==> config.mk <==
export PLATFORM = sky130hd
export DESIGN_NAME = seq_divider32by16_flat
export DESIGN_NICKNAME = d
export VERILOG_FILES = /design/src/rtl/seq_divider32by16_if.sv /design/src/rtl/seq_divider32by16.sv /design/src/flat_wrapper.sv
export SDC_FILE = /design/constraint.sdc
export NUM_CORES = 1
export LEC_CHECK = 0
export ABC_AREA = 1
export CAP_MARGIN = 10
export CELL_PAD_IN_SITES_DETAIL_PLACEMENT = 1
export CELL_PAD_IN_SITES_GLOBAL_PLACEMENT = 1
export CORE_ASPECT_RATIO = 0.9
export CORE_MARGIN = 2
export CORE_UTILIZATION = 41
export CTS_CLUSTER_SIZE = 25
export DETAILED_ROUTE_END_ITERATION = 12
export GPL_TIMING_DRIVEN = 0
export PLACE_DENSITY_LB_ADDON = 0.1
export RECOVER_POWER = 100
export SYNTH_ARGS = -nofsm -noshare
export SYNTH_HDL_FRONTEND = slang
export SYNTH_SLANG_ARGS = --single-unit
export TNS_END_PERCENT = 30
==> constraint.sdc <==
create_clock -name clk -period 4.9 [get_ports clk]
set_input_delay 1.47 -clock clk [delete_from_list [all_inputs] [get_ports clk]]
set_output_delay 1.47 -clock clk [all_outputs]
set_load 0.1 [all_outputs]
==> src/rtl/seq_divider32by16_if.sv <==
// Start/done handshake bundle between the ALU control and the sequential
// divider. The controller drives the request and operands; the divider
// returns status, results and error flags.
interface seq_divider32by16_if #(
    parameter int WIDTH = 16
);
    logic                 start;
    logic [2*WIDTH-1:0]   dividend;
    logic [WIDTH-1:0]     divisor;
    logic                 busy;
    logic                 done;
    logic [WIDTH-1:0]     quotient;
    logic [WIDTH-1:0]     remainder;
    logic                 div_by_zero;
    logic                 overflow;

    modport master (
        output start, dividend, divisor,
        input  busy, done, quotient, remainder, div_by_zero, overflow
    );

    modport slave (
        input  start, dividend, divisor,
        output busy, done, quotient, remainder, div_by_zero, overflow
    );
endinterface

==> src/rtl/seq_divider32by16.sv <==
// Sequential restoring divider: 2*WIDTH-bit dividend / WIDTH-bit divisor,
// one quotient bit per clock, MSB first. Divide-by-zero and quotient
// overflow are detected up front and finish in a single cycle.
module seq_divider32by16 #(
    parameter int WIDTH = 16
) (
    input  logic                 clk,
    input  logic                 rst_n,
    seq_divider32by16_if.slave   bus
);
    localparam int CW = $clog2(WIDTH + 1);
    localparam logic [CW-1:0] LAST = CW'(WIDTH);

    typedef enum logic [1:0] {
        IDLE   = 2'd0,
        RUN    = 2'd1,
        FINISH = 2'd2
    } state_t;

    state_t             state;
    state_t             state_next;

    // Iteration counter: 0..WIDTH-1 are shift/subtract cycles, WIDTH is the
    // result write-back cycle (still in RUN, but busy already low).
    logic [CW-1:0]      count;
    logic [WIDTH:0]     part_rem;
    logic [WIDTH-1:0]   shift_q;
    logic [WIDTH-1:0]   divisor_reg;

    logic [WIDTH-1:0]   res_quotient;
    logic [WIDTH-1:0]   res_remainder;
    logic               flag_dz;
    logic               flag_ov;

    logic               accept;
    logic               iterate;
    logic               writeback;
    logic               zero_div;
    logic               ovf_div;

    // One restoring step: shift the next dividend bit into the partial
    // remainder, subtract the divisor when it fits, and shift the outcome
    // into the quotient register. Returns {new remainder, new quotient}.
    function automatic logic [2*WIDTH:0] restore_step(
        input logic [WIDTH:0]   rem,
        input logic [WIDTH-1:0] q,
        input logic [WIDTH-1:0] d
    );
        logic [WIDTH:0] trial;
        logic [WIDTH:0] rem_next;
        logic           q_bit;
        trial = {rem[WIDTH-1:0], q[WIDTH-1]};
        if (trial >= {1'b0, d}) begin
            rem_next = trial - {1'b0, d};
            q_bit    = 1'b1;
        end else begin
            rem_next = trial;
            q_bit    = 1'b0;
        end
        return {rem_next, q[WIDTH-2:0], q_bit};
    endfunction

    // State register.
    always_ff @(posedge clk) begin
        if (!rst_n) begin
            state <= IDLE;
        end else begin
            state <= state_next;
        end
    end

    // Next-state logic and datapath control strobes. A quotient overflow
    // occurs exactly when the upper dividend half is not below the divisor,
    // so checking it at accept also keeps the partial remainder below the
    // divisor for the whole run.
    always_comb begin
        state_next = state;
        accept     = 1'b0;
        iterate    = 1'b0;
        writeback  = 1'b0;
        zero_div   = (bus.divisor == '0);
        ovf_div    = (bus.dividend[2*WIDTH-1:WIDTH] >= bus.divisor);
        case (state)
            IDLE, FINISH: begin
                if (bus.start) begin
                    accept     = 1'b1;
                    state_next = (zero_div || ovf_div) ? FINISH : RUN;
                end else begin
                    state_next = IDLE;
                end
            end
            RUN: begin
                if (count == LAST) begin
                    writeback  = 1'b1;
                    state_next = FINISH;
                end else begin
                    iterate    = 1'b1;
                end
            end
            default: begin
                state_next = IDLE;
            end
        endcase
    end

    // Operand latching, iteration datapath and result/flag registers.
    // Results hold until the next completion; flags clear on every accept.
    always_ff @(posedge clk) begin
        if (!rst_n) begin
            count         <= '0;
            part_rem      <= '0;
            shift_q       <= '0;
            divisor_reg   <= '0;
            res_quotient  <= '0;
            res_remainder <= '0;
            flag_dz       <= 1'b0;
            flag_ov       <= 1'b0;
        end else if (accept) begin
            divisor_reg <= bus.divisor;
            part_rem    <= {1'b0, bus.dividend[2*WIDTH-1:WIDTH]};
            shift_q     <= bus.dividend[WIDTH-1:0];
            count       <= '0;
            flag_dz     <= zero_div;
            flag_ov     <= !zero_div && ovf_div;
            if (zero_div || ovf_div) begin
                res_quotient  <= '1;
                res_remainder <= '0;
            end
        end else if (iterate) begin
            {part_rem, shift_q} <= restore_step(part_rem, shift_q, divisor_reg);
            count               <= count + 1'b1;
        end else if (writeback) begin
            res_quotient  <= shift_q;
            res_remainder <= part_rem[WIDTH-1:0];
        end
    end

    assign bus.busy        = (state == RUN) && (count != LAST);
    assign bus.done        = (state == FINISH);
    assign bus.quotient    = res_quotient;
    assign bus.remainder   = res_remainder;
    assign bus.div_by_zero = flag_dz;
    assign bus.overflow    = flag_ov;

endmodule

==> src/flat_wrapper.sv <==
// flat-port wrapper written by rule: the top's interface ports become plain ports
module seq_divider32by16_flat 
#(
    parameter int WIDTH = 16
)
  (clk, rst_n, bus_start, bus_dividend, bus_divisor, bus_busy, bus_done, bus_quotient, bus_remainder, bus_div_by_zero, bus_overflow);
  seq_divider32by16_if #(.WIDTH(WIDTH)) bus_i ();
  input  logic clk;
  input  logic rst_n;
  input wire logic [$bits(bus_i.start)-1:0] bus_start;
  input wire logic [$bits(bus_i.dividend)-1:0] bus_dividend;
  input wire logic [$bits(bus_i.divisor)-1:0] bus_divisor;
  output wire logic [$bits(bus_i.busy)-1:0] bus_busy;
  output wire logic [$bits(bus_i.done)-1:0] bus_done;
  output wire logic [$bits(bus_i.quotient)-1:0] bus_quotient;
  output wire logic [$bits(bus_i.remainder)-1:0] bus_remainder;
  output wire logic [$bits(bus_i.div_by_zero)-1:0] bus_div_by_zero;
  output wire logic [$bits(bus_i.overflow)-1:0] bus_overflow;
  assign bus_i.start = bus_start;
  assign bus_i.dividend = bus_dividend;
  assign bus_i.divisor = bus_divisor;
  assign bus_busy = bus_i.busy;
  assign bus_done = bus_i.done;
  assign bus_quotient = bus_i.quotient;
  assign bus_remainder = bus_i.remainder;
  assign bus_div_by_zero = bus_i.div_by_zero;
  assign bus_overflow = bus_i.overflow;
  seq_divider32by16 #(.WIDTH(WIDTH)) u_core (.clk(clk), .rst_n(rst_n), .bus(bus_i));
endmodule
[After elaboration in Yosys (flattened, before gate mapping)]
Index checks and enable logic that the tools add are counted.
Operators by class
  add/subtract/negate cells: 2
  multipliers: 0
  div/mod/pow operators: 0
  $lt $le $gt $ge: 2
  equality and inequality tests: 7
  shift-type cells: 0
  multiplexer cells: 24
  bitwise logic cells: 1
  reduce and logical (&&, ||, !) cells: 11
Operator list (number)
  $mux 16: 13
  $ge 17x16->1: 1
  $ge 16x16->1: 1
  $logic_not 16->1: 1
  $sub 16x16->16: 1
  $mux 1: 7
  $mux 2: 3
  $add 5x1->5 const B: 1
  $eq 5x5->1 const B: 1
  $ne 5x5->1 const B: 1
  $ne 2x1->1 const B: 2
  $pmux 2 s2: 1
  $reduce_bool 2->1: 2
  $reduce_or 2->1: 2
  $reduce_and 3->1: 1
  $eq 2x1->1 const B: 1
  $eq 2x2->1 const B: 1
  $logic_and 1x1->1: 2
  $logic_not 2->1: 1
  $ne 2x2->1 const B: 1
  $logic_not 1->1: 1
  $logic_or 1x1->1: 1
  $not 1->1: 1
Word-level totals
  bits in registers: 89
  bits in latches: 0
  memory bits (writable): 0
  bits in read-only memories: 0
  logic and storage cells: 56
  memories: 0

[Logic depth before layout (Yosys ltp)]
  word-level depth: 6
  gate-level depth with buffers: 16
  mapped depth without buffers: 16

[Least setup slack after synthesis]
No wires, ideal clock.
  kind: flip-flop to output port
  start: register u_core.state[1]
  end: output bus_done
  data arrival time: 1.668 ns
  data required time: 3.430 ns
  setup slack: 1.762 ns
  stages on the path, launching flop included: 3
  buffers on the path: 0
  path through: dfxtp_1 inv_1 nor2_1
On the way
  word-level cells in the longest chain between the ends: 1
RTL lines
  start, declared: RTL line seq_divider32by16.sv:20  | state_t state;
  start signal, assigned: RTL line seq_divider32by16.sv:68  | state <= state_next;
  $eq 2x2->1: RTL line seq_divider32by16.sv:139  | assign bus.done = (state == FINISH);
  end, declared: RTL line flat_wrapper.sv:14  | output wire logic [$bits(bus_i.done)-1:0] bus_done;
No other way between the ends.

[Worst setup path in the final report]
  start: register u_core.count[0]
  end: output bus_busy
On the way
  word-level cells in the longest chain between the ends: 2
RTL lines
  start, declared: RTL line seq_divider32by16.sv:25  | logic [CW-1:0] count;
  start signal, assigned: RTL line seq_divider32by16.sv:131  | count <= count + 1'b1;
  $ne 5x5->1: RTL line seq_divider32by16.sv:138  | assign bus.busy = (state == RUN) && (count != LAST);
  $logic_and 1x1->1: RTL line seq_divider32by16.sv:138
  end, declared: RTL line flat_wrapper.sv:13  | output wire logic [$bits(bus_i.busy)-1:0] bus_busy;
No other way between the ends.

==> results.md <==
- Status: finished, final reports clean
- Crit path required time: 3.43 ns
- Post-synth EDFFs: 0
- Clock Skew: 0.009465 ns
- H-tree levels: 3
- Grt ovf: 0
- Ys Warns: 0
- Number of diodes: 0
- Cts repair resizes: 0
- Worst slew pin tran: 1.008 ns
- Clock Tree Buf Depth: 2
- Post-route ant nets: 0
- Part of the Yosys area used for sequential elements: 34.55%
- Synthesized cell area: 5156 um^2
- Dominant cell type by area after synthesis: dfxtp_1
- Via density: 5.346
- Register bit count reported by yosys: slightly below 90
- Fin. Hold Viols: 0
- Initial DRC count: slightly below 300
- Commonest non-fill, non-tap cell in the layout: nand2_1
- TNS Setup: 0 ns
- Final worst-path cycle share: 91.75%
- Yosys top cell area share: 34.55%
- Slew Limit Fails: 0
- Pwr/cell area: 413.8 nW/um^2
- # Post-CTS Setup Buffers: 0
- DIE WIDTH: 122.2 um
- Post-Syn Area per Cell: between 6 and 7 um^2
- Max VDD drop: 0.1899 mV
- First-pass GRT wire length: around 29,000 um
- Initial antenna violation count: 0
- Initial DRT Pass Iterations: 4
- Layout cell share with drive strength beyond 1: ~5%
- Async SR Flop Fraction: 0%
- Top post-synthesis cells by area: dfxtp_1 (35%), nand2_1 (12%), ha_1 (8.3%)
- CTS tree: built
- Static Leakage: 0.002911 uW
- Most frequent cells in the layout: nand2_1 (171), inv_1 (100), dfxtp_1 (89), a21oi_1 (69), o21ai_0 (67)
- WL/cell: around 19 um
- RD Place Congestion: 0.9238
- Final worst path period need: between 4 and 5 ns
- Starting Density: 42.36%
- Vias in the first global route: 5,721
- Clk sinks: 89
- Nature of the critical path startpoint: flop
- Worst hold path type: flop to flop
- Vias post-DR: approximately 5.4k
- Die H: 110.4 um
- Area Growth Syn to Fin: 26.38%
- Total track usage: 28.88%
- Final wirelength: around 19,000 um
- IO Port Bufs: 86
- Core Region: 12,170 um^2
- Synth cell types: 43
- WP data arrival: 3.03 ns
- Syn_nets: 843
- Slew Limit Headroom: 32.59%
- TritonCTS buffer count: 9
- Post-synthesis cell count: ~760
- Die area: 13,490 um^2
- Worst Setup End Kind: output port
- # DRC: 0
- Root buffer cell: clkbuf_16
- DP HPWL: 15,210 um
- # Max-Cap Violations: 0
- Critical path class: flop to output port
- I/O Pins: 87
- # setup viols final: 0
- Worst skew pair latency: 0.35 ns
- Row count: 38
- Fill count: approximately 1.6k
- Finished Layout Cells: 1,019
- Final nets: between 900 and 1k
- Fmax: around 220 MHz
- Placed Cells: 1,003
- Worst-path clk slew: roughly 0.06 ns
- Largest net degree at the start of global routing: 15
- RSZ-0062 raised after global routing: no
- Hold buffers post-CTS: 0
- Crit Path Max Fanout: 10
- Predominant post-synthesis flop cell: dfxtp_1
==> per-layer routing <==
layer  share of wire [%]  up-vias  GRT usage [%]
li1                    -     2663              -
met1                  45     2637          36.83
met2                  48      133          49.52
met3                 6.7       15          6.173
met4                0.99        0          7.800
met5                   0        -              0
==> final cells by class <==
class                      instances  area (um^2)  area share [%]
buffer                            33        137.6           2.112
inverter                         104        392.9           6.029
clock buffer                      12        236.5           3.629
sequential                        89         1782           27.34
timing repair buffer              86        860.8           13.21
tap                              160        200.2           3.072
multi-input combinational        531         2829           43.41
clock inverter                     4        77.57           1.190
==> cell families after synthesis <==
logic type / after synthesis / synth area share, %
flops: 89 / 34.55
buf+inv: 137 / 10.48
fa+ha+maj: 35 / 8.639
simple gates: 314 / 26.94
compound gates: 173 / 17.86
xor+xnor: 9 / 1.529
==> final timing paths <==
path                                                     startpoint                             endpoint  slack [ns]  depth (start not counted)
worst max-delay path                   u_core.count[0]$_SDFFE_PP0P_                             bus_busy        0.40                          7
worst min register to register  u_core.bus.quotient[8]$_SDFFE_PN0P_  u_core.bus.quotient[8]$_SDFFE_PN0P_        0.45                          2
worst max register to register         u_core.count[0]$_SDFFE_PP0P_      u_core.shift_q[15]$_SDFFE_PN0P_        2.59                         10
worst min-delay path            u_core.bus.quotient[8]$_SDFFE_PN0P_  u_core.bus.quotient[8]$_SDFFE_PN0P_        0.45                          2
==> critical path, stage by stage (launching register included) <==
cell and delay (ns):
dfxtp_1 0.38, inv_1 0.08, ha_1 0.20, nand2_1 0.08, nor3_2 0.06, nor3_4 0.28, buf_2 0.34, dlygate4sd3_1 1.25
==> power breakdown <==
part           internal [uW]  total, uW  switching [uW]
combinational            350       1100             746
clock                    449        744             295
sequential               793        856            62.7
total                   1590       2700            1100
==> metrics by stage <==
stage / util [%] / hold WS (ns) / area (um^2) / worst slack, ns / power (uW)
3_5_place_dp: 51.08 / 0.4431 / 6217 / 0.7816 / 1967
3_3_place_gp: 51.08 / 0.4361 / 6217 / 0.8804 / 1933
5_1_grt: 53.54 / 0.4681 / 6516 / 0.2760 / 2855
4_1_cts: 53.66 / 0.4532 / 6531 / 0.4331 / 2714
6_report: 53.54 / 0.4478 / 6516 / 0.4041 / 2696
2_1_floorplan: - / 0.4353 / 5156 / 1.762 / 1627
==> synth_stat cells (2+ instances only) <==
cell / number
nand3_1: 48
a31oi_1: 11
and2_1: 3
o21bai_1: 2
xnor2_1: 4
o21ai_1: 14
xor2_1: 5
nand3b_1: 2
nor3_2: 2
nand4_1: 10
or2_2: 6
nand2_4: 3
nor2_2: 5
nor3_1: 2
clkbuf_1: 16
o211ai_1: 6
buf_1: 3
a21oi_2: 2
buf_2: 13
a21oi_1: 69
a22oi_1: 3
nor2_1: 53
inv_1: 99
or2_0: 2
nand2_1: 170
nand2_2: 2
o21ai_0: 63
inv_2: 3
dfxtp_1: 89
ha_1: 34
No activity file was read; power rests on OpenSTA's default activity.
